===== src/rtl/mobius_stream_loader.sv =====
// rtl/mobius_stream_loader.sv - stream-to-vector loader and result collector for the Mobius transform stage
//
// Assembles an N-bit truth table from W-bit beats (MSB first), strobes it into
// the transform with vec_load, waits LATENCY cycles, captures the transform
// result and offers it downstream on a valid/ready handshake.
//
// Ports:
//   clk, rst_n            clock, synchronous active-low reset
//   in_valid/in_ready     input beat handshake; in_data is one W-bit beat, in_last ends a table
//   vec_out, vec_load     assembled vector [0:N-1] and one-cycle load strobe to the transform
//   res_in                transform output [0:N-1]
//   res_valid/res_ready   result handshake; res_data is the captured result [0:N-1]
//   err_len               sticky beat-count / in_last mismatch flag
//   res_weight            popcount of the captured result (only with MOBIUS_LOADER_WEIGHT_EN)
//
// Optional feature macro: MOBIUS_LOADER_WEIGHT_EN

module mobius_stream_loader #(
    parameter int N       = 64,
    parameter int LOG2_N  = 6,
    parameter int W       = 8,
    parameter int LATENCY = LOG2_N
) (
    input  logic              clk,
    input  logic              rst_n,
    input  logic              in_valid,
    output logic              in_ready,
    input  logic [W-1:0]      in_data,
    input  logic              in_last,
    output logic [0:N-1]      vec_out,
    output logic              vec_load,
    input  logic [0:N-1]      res_in,
    output logic              res_valid,
    input  logic              res_ready,
    output logic [0:N-1]      res_data,
`ifdef MOBIUS_LOADER_WEIGHT_EN
    output logic [LOG2_N:0]   res_weight,
`endif
    output logic              err_len
);

    localparam int WORDS = N / W;
    localparam int BW    = $clog2(WORDS + 1);
    localparam int CW    = $clog2(LATENCY + 1);

    localparam logic [1:0] ST_FILL = 2'd0;
    localparam logic [1:0] ST_LOAD = 2'd1;
    localparam logic [1:0] ST_RUN  = 2'd2;
    localparam logic [1:0] ST_HOLD = 2'd3;

    localparam logic [BW-1:0] LAST_BEAT = BW'(WORDS - 1);
    localparam logic [CW-1:0] LAST_LAT  = CW'(LATENCY - 1);

    logic [1:0]     state_q, state_d;
    logic [BW-1:0]  beat_cnt_q, beat_cnt_d;
    logic [CW-1:0]  lat_cnt_q, lat_cnt_d;
    logic [0:N-1]   vec_out_q, vec_out_d;
    logic           vec_load_q, vec_load_d;
    logic [0:N-1]   res_data_q, res_data_d;
    logic           res_valid_q, res_valid_d;
    logic           err_len_q, err_len_d;
    logic           final_beat;

`ifdef MOBIUS_LOADER_WEIGHT_EN
    logic [LOG2_N:0] res_weight_q, res_weight_d;
    logic [LOG2_N:0] pop;

    always_comb begin
        pop = '0;
        for (int i = 0; i < N; i++) begin
            pop = pop + {{LOG2_N{1'b0}}, res_in[i]};
        end
    end
`endif

    assign in_ready   = (state_q == ST_FILL);
    assign final_beat = (beat_cnt_q == LAST_BEAT);

    always_comb begin
        state_d     = state_q;
        beat_cnt_d  = beat_cnt_q;
        lat_cnt_d   = lat_cnt_q;
        vec_out_d   = vec_out_q;
        vec_load_d  = 1'b0;
        res_data_d  = res_data_q;
        res_valid_d = res_valid_q;
        err_len_d   = err_len_q;
`ifdef MOBIUS_LOADER_WEIGHT_EN
        res_weight_d = res_weight_q;
`endif
        case (state_q)
            ST_FILL: begin
                if (in_valid) begin
                    // Current beat lands in its word; an early in_last zeroes the words it skips.
                    for (int j = 0; j < WORDS; j++) begin
                        if (BW'(j) == beat_cnt_q) begin
                            vec_out_d[j*W +: W] = in_data;
                        end else if (in_last && (BW'(j) > beat_cnt_q)) begin
                            vec_out_d[j*W +: W] = '0;
                        end
                    end
                    if (final_beat || in_last) begin
                        state_d    = ST_LOAD;
                        vec_load_d = 1'b1;
                        beat_cnt_d = '0;
                        if (final_beat != in_last) begin
                            err_len_d = 1'b1;
                        end
                    end else begin
                        beat_cnt_d = beat_cnt_q + 1'b1;
                    end
                end
            end
            ST_LOAD: begin
                state_d   = ST_RUN;
                lat_cnt_d = '0;
            end
            ST_RUN: begin
                // Capture lands LATENCY edges after the edge that sampled vec_load.
                if (lat_cnt_q == LAST_LAT) begin
                    res_data_d  = res_in;
                    res_valid_d = 1'b1;
                    state_d     = ST_HOLD;
                    lat_cnt_d   = '0;
`ifdef MOBIUS_LOADER_WEIGHT_EN
                    res_weight_d = pop;
`endif
                end else begin
                    lat_cnt_d = lat_cnt_q + 1'b1;
                end
            end
            ST_HOLD: begin
                if (res_ready) begin
                    res_valid_d = 1'b0;
                    state_d     = ST_FILL;
                    beat_cnt_d  = '0;
                    lat_cnt_d   = '0;
                end
            end
            default: begin
                state_d = ST_FILL;
            end
        endcase
    end

    always_ff @(posedge clk) begin
        if (!rst_n) begin
            state_q     <= ST_FILL;
            beat_cnt_q  <= '0;
            lat_cnt_q   <= '0;
            vec_out_q   <= '0;
            vec_load_q  <= 1'b0;
            res_data_q  <= '0;
            res_valid_q <= 1'b0;
            err_len_q   <= 1'b0;
`ifdef MOBIUS_LOADER_WEIGHT_EN
            res_weight_q <= '0;
`endif
        end else begin
            state_q     <= state_d;
            beat_cnt_q  <= beat_cnt_d;
            lat_cnt_q   <= lat_cnt_d;
            vec_out_q   <= vec_out_d;
            vec_load_q  <= vec_load_d;
            res_data_q  <= res_data_d;
            res_valid_q <= res_valid_d;
            err_len_q   <= err_len_d;
`ifdef MOBIUS_LOADER_WEIGHT_EN
            res_weight_q <= res_weight_d;
`endif
        end
    end

    assign vec_out   = vec_out_q;
    assign vec_load  = vec_load_q;
    assign res_data  = res_data_q;
    assign res_valid = res_valid_q;
    assign err_len   = err_len_q;
`ifdef MOBIUS_LOADER_WEIGHT_EN
    assign res_weight = res_weight_q;
`endif

endmodule


===== config.mk =====
export PLATFORM = sky130hd
export DESIGN_NAME = mobius_stream_loader
export DESIGN_NICKNAME = d
export VERILOG_FILES = /design/src/rtl/mobius_stream_loader.sv
export SDC_FILE = /design/constraint.sdc
export NUM_CORES = 1
export LEC_CHECK = 0
export CAP_MARGIN = 20
export CELL_PAD_IN_SITES_DETAIL_PLACEMENT = 0
export CELL_PAD_IN_SITES_GLOBAL_PLACEMENT = 1
export CORE_MARGIN = 1
export CORE_UTILIZATION = 28
export CTS_CLUSTER_DIAMETER = 30
export DETAILED_ROUTE_END_ITERATION = 10
export HOLD_SLACK_MARGIN = 0.08
export PLACE_DENSITY = 0.82
export RECOVER_POWER = 50
export SLEW_MARGIN = 5
export SYNTH_ARGS = -nofsm -noshare
export SYNTH_HDL_FRONTEND = slang
export SYNTH_SLANG_ARGS = --single-unit

===== constraint.sdc =====
create_clock -name clk -period 1.7 [get_ports clk]
set_input_delay 0.34 -clock clk [delete_from_list [all_inputs] [get_ports clk]]
set_output_delay 0.34 -clock clk [all_outputs]
set_load 0.03 [all_outputs]

==> results of run 1 <==
-- power by group through the flow --
| stage | sequential [mW] | combinational, mW | clock (mW) |
|---|---|---|---|
| after global placement | 3.49 | 1.55 | 0 |
| after floorplan | 3.58 | 0.751 | 0 |
| final | 3.42 | 1.61 | 3.79 |
| after CTS | 3.42 | 1.58 | 3.87 |
| after detailed placement | 3.50 | 1.54 | 0 |
| after global routing | 3.43 | 1.73 | 4.02 |
-- critical path, cell delays in order, from the launching register on --
cell	delay [ps]
dfxtp_2	350
inv_2	60
ha_4	170
buf_4	160
buf_6	140
-- what timing repair did --
action,CTS,global route
hold buffers,0,0
endpoints found under the setup margin,132,15
setup buffers,2,0
resized for setup,135,6
-- registers in the layout, indices dropped and copies added, names as in the netlist --
register    count
res_valid       1
vec_out        64
beat_cnt_q      4
state_q         2
err_len         1
res_data       64
vec_load        1
lat_cnt_q       3
-- cell usage in the layout, fill, tap and decap left out, types with 3 or more instances in the layout --
cell,n
nand3b_1,3
and2_1,3
inv_1,5
mux2i_1,3
clkinv_2,3
nand4b_1,5
clkbuf_8,3
a21oi_1,101
clkinv_4,3
clkdlybuf4s50_1,76
buf_12,5
o22ai_1,17
nand4_1,17
nor2b_1,4
dlygate4sd2_1,131
nand2_1,169
o2bb2ai_1,7
nand3_1,29
buf_4,38
o31ai_1,9
dfxtp_1,137
nor2_1,3
dfxtp_2,3
clkbuf_16,17
o21ai_0,36
ha_1,7
inv_6,3
-- routing by layer --
layer	GRT usage (%)	part of all wire, %	up-vias
li1	-	-	2670
met1	22.8	45	2478
met2	28.8	47	180
met3	4.59	5.9	20
met4	5.84	1.5	0
met5	0	0	-
-- worst min-delay path by stage --
stage / to / slack (ps) / cells past startpoint
after global placement: res_data[14] / 440 / 2
after detailed placement: res_data[60] / 450 / 2
after floorplan: state_q[0] / 450 / 2
after global routing: res_data[22] / 460 / 3
after CTS: res_data[11] / 450 / 3
final: res_data[45] / 450 / 2
-- final cells by class --
| cell class | instances | area (um2) |
|---|---|---|
| clock buffers | 20 | 467 |
| clock inverters | 12 | 135 |
| fillers | 1891 | 10400 |
| inverters | 7 | 26.3 |
| multi-input cells | 443 | 2360 |
| flip-flops and latches | 140 | 2810 |
| well taps | 234 | 293 |
| repair buffers | 253 | 2310 |
-- cells by family (layout without fill, tap and decap cells) --
group,Yosys count,in the layout,share of synthesized area (%)
AOI/OAI and AO/OA,183,183,19.1
adders and majority gates,8,8,1.86
buffers and inverters,57,292,4.88
DFF,140,140,52.0
muxes,4,4,0.743
and+or+nand+nor,248,248,21.4
-- per-stage QoR --
step | total power, mW | setup TNS [ps] | instance area [um2]
final | 8.82 | 0 | 8400
after CTS | 8.87 | 0 | 8400
after detailed placement | 5.03 | -5330 | 7940
after global routing | 9.18 | 0 | 8400
after global placement | 5.04 | -4370 | 7940
after floorplan | 4.33 | 0 | 5400
==> results.sh, run 1 <==
export IMPL_die_h_um=141
export IMPL_layout_cells_non_filler=1109
export IMPL_io_pins=209
export IMPL_utilization_pct=44.8
export IMPL_finalCritPeriodShare_pct=96.5
export IMPL_dp_cells=1075
export IMPL_cts_sinks=140
export IMPL_dieWidth_um=141
export IMPL_intPower_mw=6.34
export IMPL_cts_root_buf="clkbuf_16"
export IMPL_irDropWorstVdd_uv=641
export IMPL_holdCritStartpoint="res_data[45]"
export IMPL_ys_warn_count=0
export IMPL_synthTopCellsByCount="169 x nand2_1, 140 x dfxtp_1, 101 x a21oi_1, 36 x o21ai_0, 28 x nand3_1"
export IMPL_async_flop_share_pct=0
export IMPL_finalMaxSlewViolations=0
export IMPL_setup_ws_ps=60.2
export IMPL_preCtsSetupSlack_ps=-203
export IMPL_power_density_nw_per_um2=1050
export IMPL_post_route_min_period_ps=1640
export IMPL_syn_num_nets=725
export IMPL_status="finished, final reports clean"
export IMPL_via_count=5348
export IMPL_diodes=0
export IMPL_worst_setup_path_type="flip-flop to primary output"
export IMPL_r2r_start="beat_cnt_q[1]"
export IMPL_synth_most_common_cell="nand2_1"
export IMPL_clock_fmax_mhz=610
export IMPL_maxCapViolCount=0
export IMPL_required_ps=1360
export IMPL_hp_class="flip-flop to flip-flop"
export IMPL_rsz0062_at_grt="false"
export IMPL_initial_core_util_pct=28.7
export IMPL_vias_per_cell=4.82
export IMPL_ys_types=44
export IMPL_clkSlewWorstSetupHoldPaths_ps=60
export IMPL_drc=0
export IMPL_cts_made_buffers=17
export IMPL_grt_total_usage_pct=17.7
export IMPL_antenna_found_initial=0
export IMPL_hold_ws_ps=449
export IMPL_net_switching_power_mw=2.47
export IMPL_clk_path_buf_depth=2
export IMPL_setup_viol=0
export IMPL_worstReg2RegEnd="vec_out[18]"
export IMPL_crit_path_max_fanout=5
export IMPL_place_congestion=0.852
export IMPL_ys_seq_elements=140
export IMPL_detail_route_antenna_nets=0
export IMPL_dr_pass1_iters=4
export IMPL_yosys_area_top_type="dfxtp_1"
export IMPL_core_area_um2=18800
export IMPL_synthCells=640
export IMPL_htree_levels=4
export IMPL_cp_arrival_ps=1300
export IMPL_finalHoldViolCount=0
export IMPL_share_comb_of_total_power_pct=18.3
export IMPL_swShare_pct=28.0
export IMPL_syn_area_um2=5390
export IMPL_seq_area_frac_synth_pct=52.0
export IMPL_cts_tree="done"
export IMPL_ys_top_cells_by_area="dfxtp_1 52%, nand2_1 12%, a21oi_1 9.4%"
export IMPL_syn_avg_cell_area_um2=8.42
export IMPL_clock_power_share_pct=42.9
export IMPL_fin_nets=947
export IMPL_io_buffers=208
export IMPL_cp_start_kind="flip-flop"
export IMPL_rrSetupSlack_ps=80
export IMPL_leakage_nw=3.57
export IMPL_overflow=0
export IMPL_grt_max_degree=65
export IMPL_drive_gt1_share_pct=10.6
export IMPL_wl_mm=17.6
export IMPL_synth_top_area_share_pct=52.0
export IMPL_p_seq_share_pct=38.8
export IMPL_fin_worst_skew_ps=11.0
export IMPL_synth_enable_flop_cells=0
export IMPL_worstMarginPinSlew_ps=542
export IMPL_setup_worst_path_end="in_ready"
export IMPL_syn2layout_area_growth_pct=55.9
export IMPL_wl_per_cell_um=15.9
export IMPL_max_slew_margin_pct=63.8
export IMPL_setup_worst_path_start="state_q[0]"
export IMPL_clk_latency_ps=420
export IMPL_grt_pass1_vias=4844
export IMPL_yosys_most_used_dff="dfxtp_1"
export IMPL_worstSetupEndpointType="primary output"
export IMPL_dieArea_um2=19800
export IMPL_grt_pass1_wl_mm=27.2
export IMPL_rows=50
export IMPL_drt_iter0_drc=242
export IMPL_reg2regPathDepth=5
export IMPL_hpwl_mm=12.1
No activity file was read; power rests on OpenSTA's default activity.
==> inputs of run 2 (changes only) <==
- ABC_CLOCK_PERIOD_IN_PS: not set -> 1700
==> results of run 2 <==
Final layout, timing and power as in run 1 (identical DEF).
==> inputs of run 3 (changes only) <==
- CORE_UTILIZATION: 28 -> 29
- CTS_BUF_LIST: not set -> sky130_fd_sc_hd__clkbuf_8
- PLACE_DENSITY: 0.82 -> 0.84
==> run 3 against run 2 <==
Combinational power fell by 2%. The flow now finishes with violations (DRC). Sequential power barely moved. Clock-buffer cell count fell by 2. Maximum frequency barely moved. Final cell count fell by 0.45%. Via count fell by 0.24%. Cell area fell by 1.2%. Sequential share of layout area rose by 0.36 points. Critical path type is now flip-flop to flip-flop. Register-to-register slack got worse by 20 ps. Highest routed layer unchanged. Utilization rose by 1.1 points.
==> results.sh, run 3 (same netlist as run 1, synthesis figures left out) <==
export IMPL_status="finished with violations"
export IMPL_violations="DRC"
export IMPL_grt_total_usage_pct=17.9
export IMPL_cp_arrival_ps=2010
export IMPL_worstMarginPinSlew_ps=610
export IMPL_holdCritStartpoint="res_in[61]"
export IMPL_antenna_found_initial=0
export IMPL_preCtsSetupSlack_ps=-237
export IMPL_worstReg2RegEnd="vec_out[49]"
export IMPL_drt_iter0_drc=272
export IMPL_overflow=0
export IMPL_clkSlewWorstSetupHoldPaths_ps=80
export IMPL_setup_viol=0
export IMPL_setup_ws_ps=59.5
export IMPL_cts_hold_buf=0
export IMPL_irDropWorstVdd_uv=499
export IMPL_core_area_um2=18100
export IMPL_max_stage_delay_ps=350
export IMPL_cp_start_kind="flip-flop"
export IMPL_hp_class="primary input to flip-flop"
export IMPL_place_congestion=0.794
export IMPL_final_cell_mix="169 x nand2_1, 140 x dfxtp_1, 131 x dlygate4sd2_1, 101 x a21oi_1, 76 x clkdlybuf4s50_1"
export IMPL_clk_latency_ps=440
export IMPL_final_common_cell="nand2_1"
export IMPL_leakage_nw=3.51
export IMPL_fill_cells=1801
export IMPL_finalCritPeriodShare_pct=96.5
export IMPL_hpwl_mm=11.8
export IMPL_wl_mm=17.2
export IMPL_rrSetupSlack_ps=60
export IMPL_cts_made_buffers=17
export IMPL_drc=40
export IMPL_fin_nets=947
export IMPL_die_h_um=138
export IMPL_power_density_nw_per_um2=995
export IMPL_reg2regPathDepth=6
export IMPL_initial_core_util_pct=29.8
export IMPL_worstHoldPathCells=3
export IMPL_critPathSlowestCell="dfxtp_1"
export IMPL_clk_path_buf_depth=2
export IMPL_finalHoldViolCount=0
export IMPL_holdPathEnd="res_data[61]"
export IMPL_dieWidth_um=138
export IMPL_crit_chain="inv_1 -> ha_4 -> buf_4 -> and3_1 -> nand2_1 -> o22ai_1"
export IMPL_finalMaxSlewViolations=0
export IMPL_detail_route_antenna_nets=0
export IMPL_io_pins=209
export IMPL_required_ps=2070
export IMPL_grt_pass1_vias=4915
export IMPL_htree_levels=4
export IMPL_grt_max_degree=58
export IMPL_max_slew_margin_pct=59.2
export IMPL_diodes=0
export IMPL_crit_family="simple AND/OR/NAND/NOR gates"
export IMPL_syn2layout_area_growth_pct=54.1
export IMPL_cts_tree="done"
export IMPL_rsz0062_at_grt="true"
export IMPL_rows=49
export IMPL_clock_fmax_mhz=610
export IMPL_path_buf_inv=2
export IMPL_r2r_start="state_q[1]"
export IMPL_crit_path_max_fanout=8
export IMPL_drive_gt1_share_pct=10.4
export IMPL_wl_per_cell_um=15.6
export IMPL_vias_per_cell=4.83
export IMPL_worstSetupEndpointType="flip-flop"
export IMPL_dieArea_um2=19100
export IMPL_cts_sinks=140
export IMPL_hold_ws_ps=434
export IMPL_maxCapViolCount=0
export IMPL_cts_root_buf="clkbuf_8"
export IMPL_grt_pass1_wl_mm=26.9
export IMPL_io_buffers=208
export IMPL_post_route_min_period_ps=1640
export IMPL_worst_setup_path_type="flip-flop to flip-flop"
export IMPL_via_count=5335
export IMPL_fin_worst_skew_ps=11.3
export IMPL_dr_pass1_iters=7
[run 3: changes by cell type in the layout (fill, tap and decap cells not counted), sizes merged]
cell	before	now
clkinv	6	4
inv	10	8
buf	44	42
clkinvlp	1	3
bufinv	2	6
[run 3: power breakdown]
group	internal [mW]	leakage, nW	switching, mW
sequential	3.36	1.13	0.0494
combinational	0.668	2.15	0.899
clock	1.94	0.237	1.35
total	5.96	3.51	2.30
[run 3: area by class of cell]
class                      instances  area (um2)  area share, %
sequential                       140        2800           33.8
timing repair buffer             253        2330           28.1
tap                              229         287           3.45
multi-input combinational        443        2370           28.5
clock buffer                      18         248           2.98
clock inverter                    14         241           2.91
inverter                           7        27.5          0.332
[run 3: tightest hold or removal path: stages]
cell and delay [ps]:
clkdlybuf4s50_1 390, nand2_1 50, a21oi_1 50
[run 3: repair_timing]
item / CTS / global route
pin swaps: 1 / 0
setup buffers: 2 / 0
endpoints found under the setup margin: 136 / 30
resized for setup: 132 / 5
[run 3: worst max-delay path by stage]
stage               depth (start not counted)          end     startpoint
floorplan                                   6  vec_out[60]     state_q[0]
detailed placement                          5  vec_out[20]       in_valid
global route                                5   state_q[1]  beat_cnt_q[1]
finish                                      6  vec_out[49]     state_q[1]
CTS                                         3     in_ready     state_q[1]
global placement                            5  vec_out[60]       in_valid
[run 3: metrics by stage]
stage	area, um2	setup TNS, ps	total power, mW	instances	utilization [%]
2_1_floorplan	5400	0	4.33	640	-
3_3_place_gp	7930	-10160	4.99	1070	43.9
3_5_place_dp	7930	-10670	5.00	1070	43.9
4_1_cts	8280	0	8.34	1104	45.8
5_1_grt	8300	-217	8.63	1104	45.9
6_report	8300	0	8.26	1104	45.9
[run 3: routing by layer]
| metal | wire length (um) | global-route usage, % | part of all wire, % | vias up |
|---|---|---|---|---|
| met4 | 305 | 6.62 | 1.8 | 0 |
| met1 | 8060 | 23.9 | 47 | 2464 |
| met5 | 0 | 0 | 0 | - |
| met3 | 1290 | 5.20 | 7.5 | 22 |
| li1 | - | - | - | 2667 |
| met2 | 7570 | 27.5 | 44 | 182 |
==> variant: new RTL, config.mk and constraints of run 1 <==
Reset style: asynchronous (`rst_n`), changed in one clocked block. Comments in the files are not updated.
--- a/src/rtl/mobius_stream_loader.sv
+++ b/src/rtl/mobius_stream_loader.sv
@@ -145,3 +145,3 @@
 
-    always_ff @(posedge clk) begin
+    always_ff @(posedge clk or negedge rst_n) begin
         if (!rst_n) begin
Behaviour: differs if rst_n is asserted again (counterexample within 4 cycles, from zero or initial values and one cycle with rst_n low); with rst_n held inactive, the same outputs for 10 cycles.
==> variant against run 1 <==
Largest cell class unchanged; critical path depth is 2 higher; sequential share of layout area is 5.0 points higher; global-route usage is 1.8 points lower; setup slack worse by 0.021 ns; area after synthesis is 10% higher; routed wire length is 2.0% lower; cell area is 8.7% higher; core utilization is 0.19 points lower; maximum frequency is 1.3% lower; sequential cell count stayed put.
Power is not compared: it rests on default switching activity, and its combinational part moved more than twofold at a synthesized area within 25%.
==> variant: results (changes against run 1) <==
DRT iter0 DRCs=141 (was 242); status=finished clean (unchanged); GR Util met2=27.1% (was 28.8%); Seq/total area=38.4% (was 33.4%); Non-clock buffers=261 (was 253); clk_skew=0.00913 ns (was 0.0110 ns); largest net degree at the start of global routing=42 (was 65); Met1 Wirelength=6.92 mm (was 7.97 mm); Placer Congestion=0.840 (was 0.852); Clock buf/inv share=6.30% (was 7.16%); post-cts sizing count=132 (was 135); Layout Nets=747 (was 947); post-synthesis async set-or-reset flop share=100% (was 0%); relative slew slack=42.5% (was 63.8%); Worst Setup SP=beat_cnt_q[2] (was state_q[0]); via count=4319 (was 5348); Via density=4.58 (was 4.82); DRT Wirelength=17.2 mm (was 17.6 mm); sequential cells=140 (unchanged); Die Area=0.0218 sq mm (was 0.0198 sq mm); WP depth=6 (was 4); met3 GRT Util=5.65% (was 4.59%); GRT Overall Usage=16.0% (was 17.7%); Post-Route Hold Slack=0.482 ns (was 0.449 ns); global-route wire length before repair=26.6 mm (was 27.2 mm); sequential fraction of the synthesis area=59.1% (was 52.0%); number of global-route vias before repair=4703 (was 4844); multi-input gates=216 (was 443); Area contributors post-synth=dfrtp_1, mux2_4, a22o_1 (was dfxtp_1, nand2_1, a21oi_1); area of the multi-input gates=0.00224 sq mm (was 0.00236 sq mm)
[variant: cell count changes after synthesis, sizes merged, moves of 23 or more]
cell	delta
a22o	+41
o21ai	-23
nand3	-26
a21oi	-102
dfxtp	-140
mux2	+74
nand2	-150
dfrtp	+140
[variant: kinds of logic (layout without fill, tap and decap cells)]
family / count (synthesis) / in the layout / share of synthesized area (%)
flops: 140 / 140 / 59.1
fa+ha+maj: 9 / 9 / 1.90
compound gates: 67 / 67 / 9.74
buf+inv: 53 / 318 / 4.70
simple gates: 55 / 55 / 5.59
mux: 85 / 85 / 19.0
[variant: worst min path at each step]
stage | end | startpoint | cells past startpoint
floorplan | beat_cnt_q[0] | rst_n | 0
global placement | vec_out[30] | rst_n | 1
detailed placement | vec_out[24] | rst_n | 1
CTS | vec_out[60] | rst_n | 2
global route | err_len | err_len | 1
finish | err_len | err_len | 1
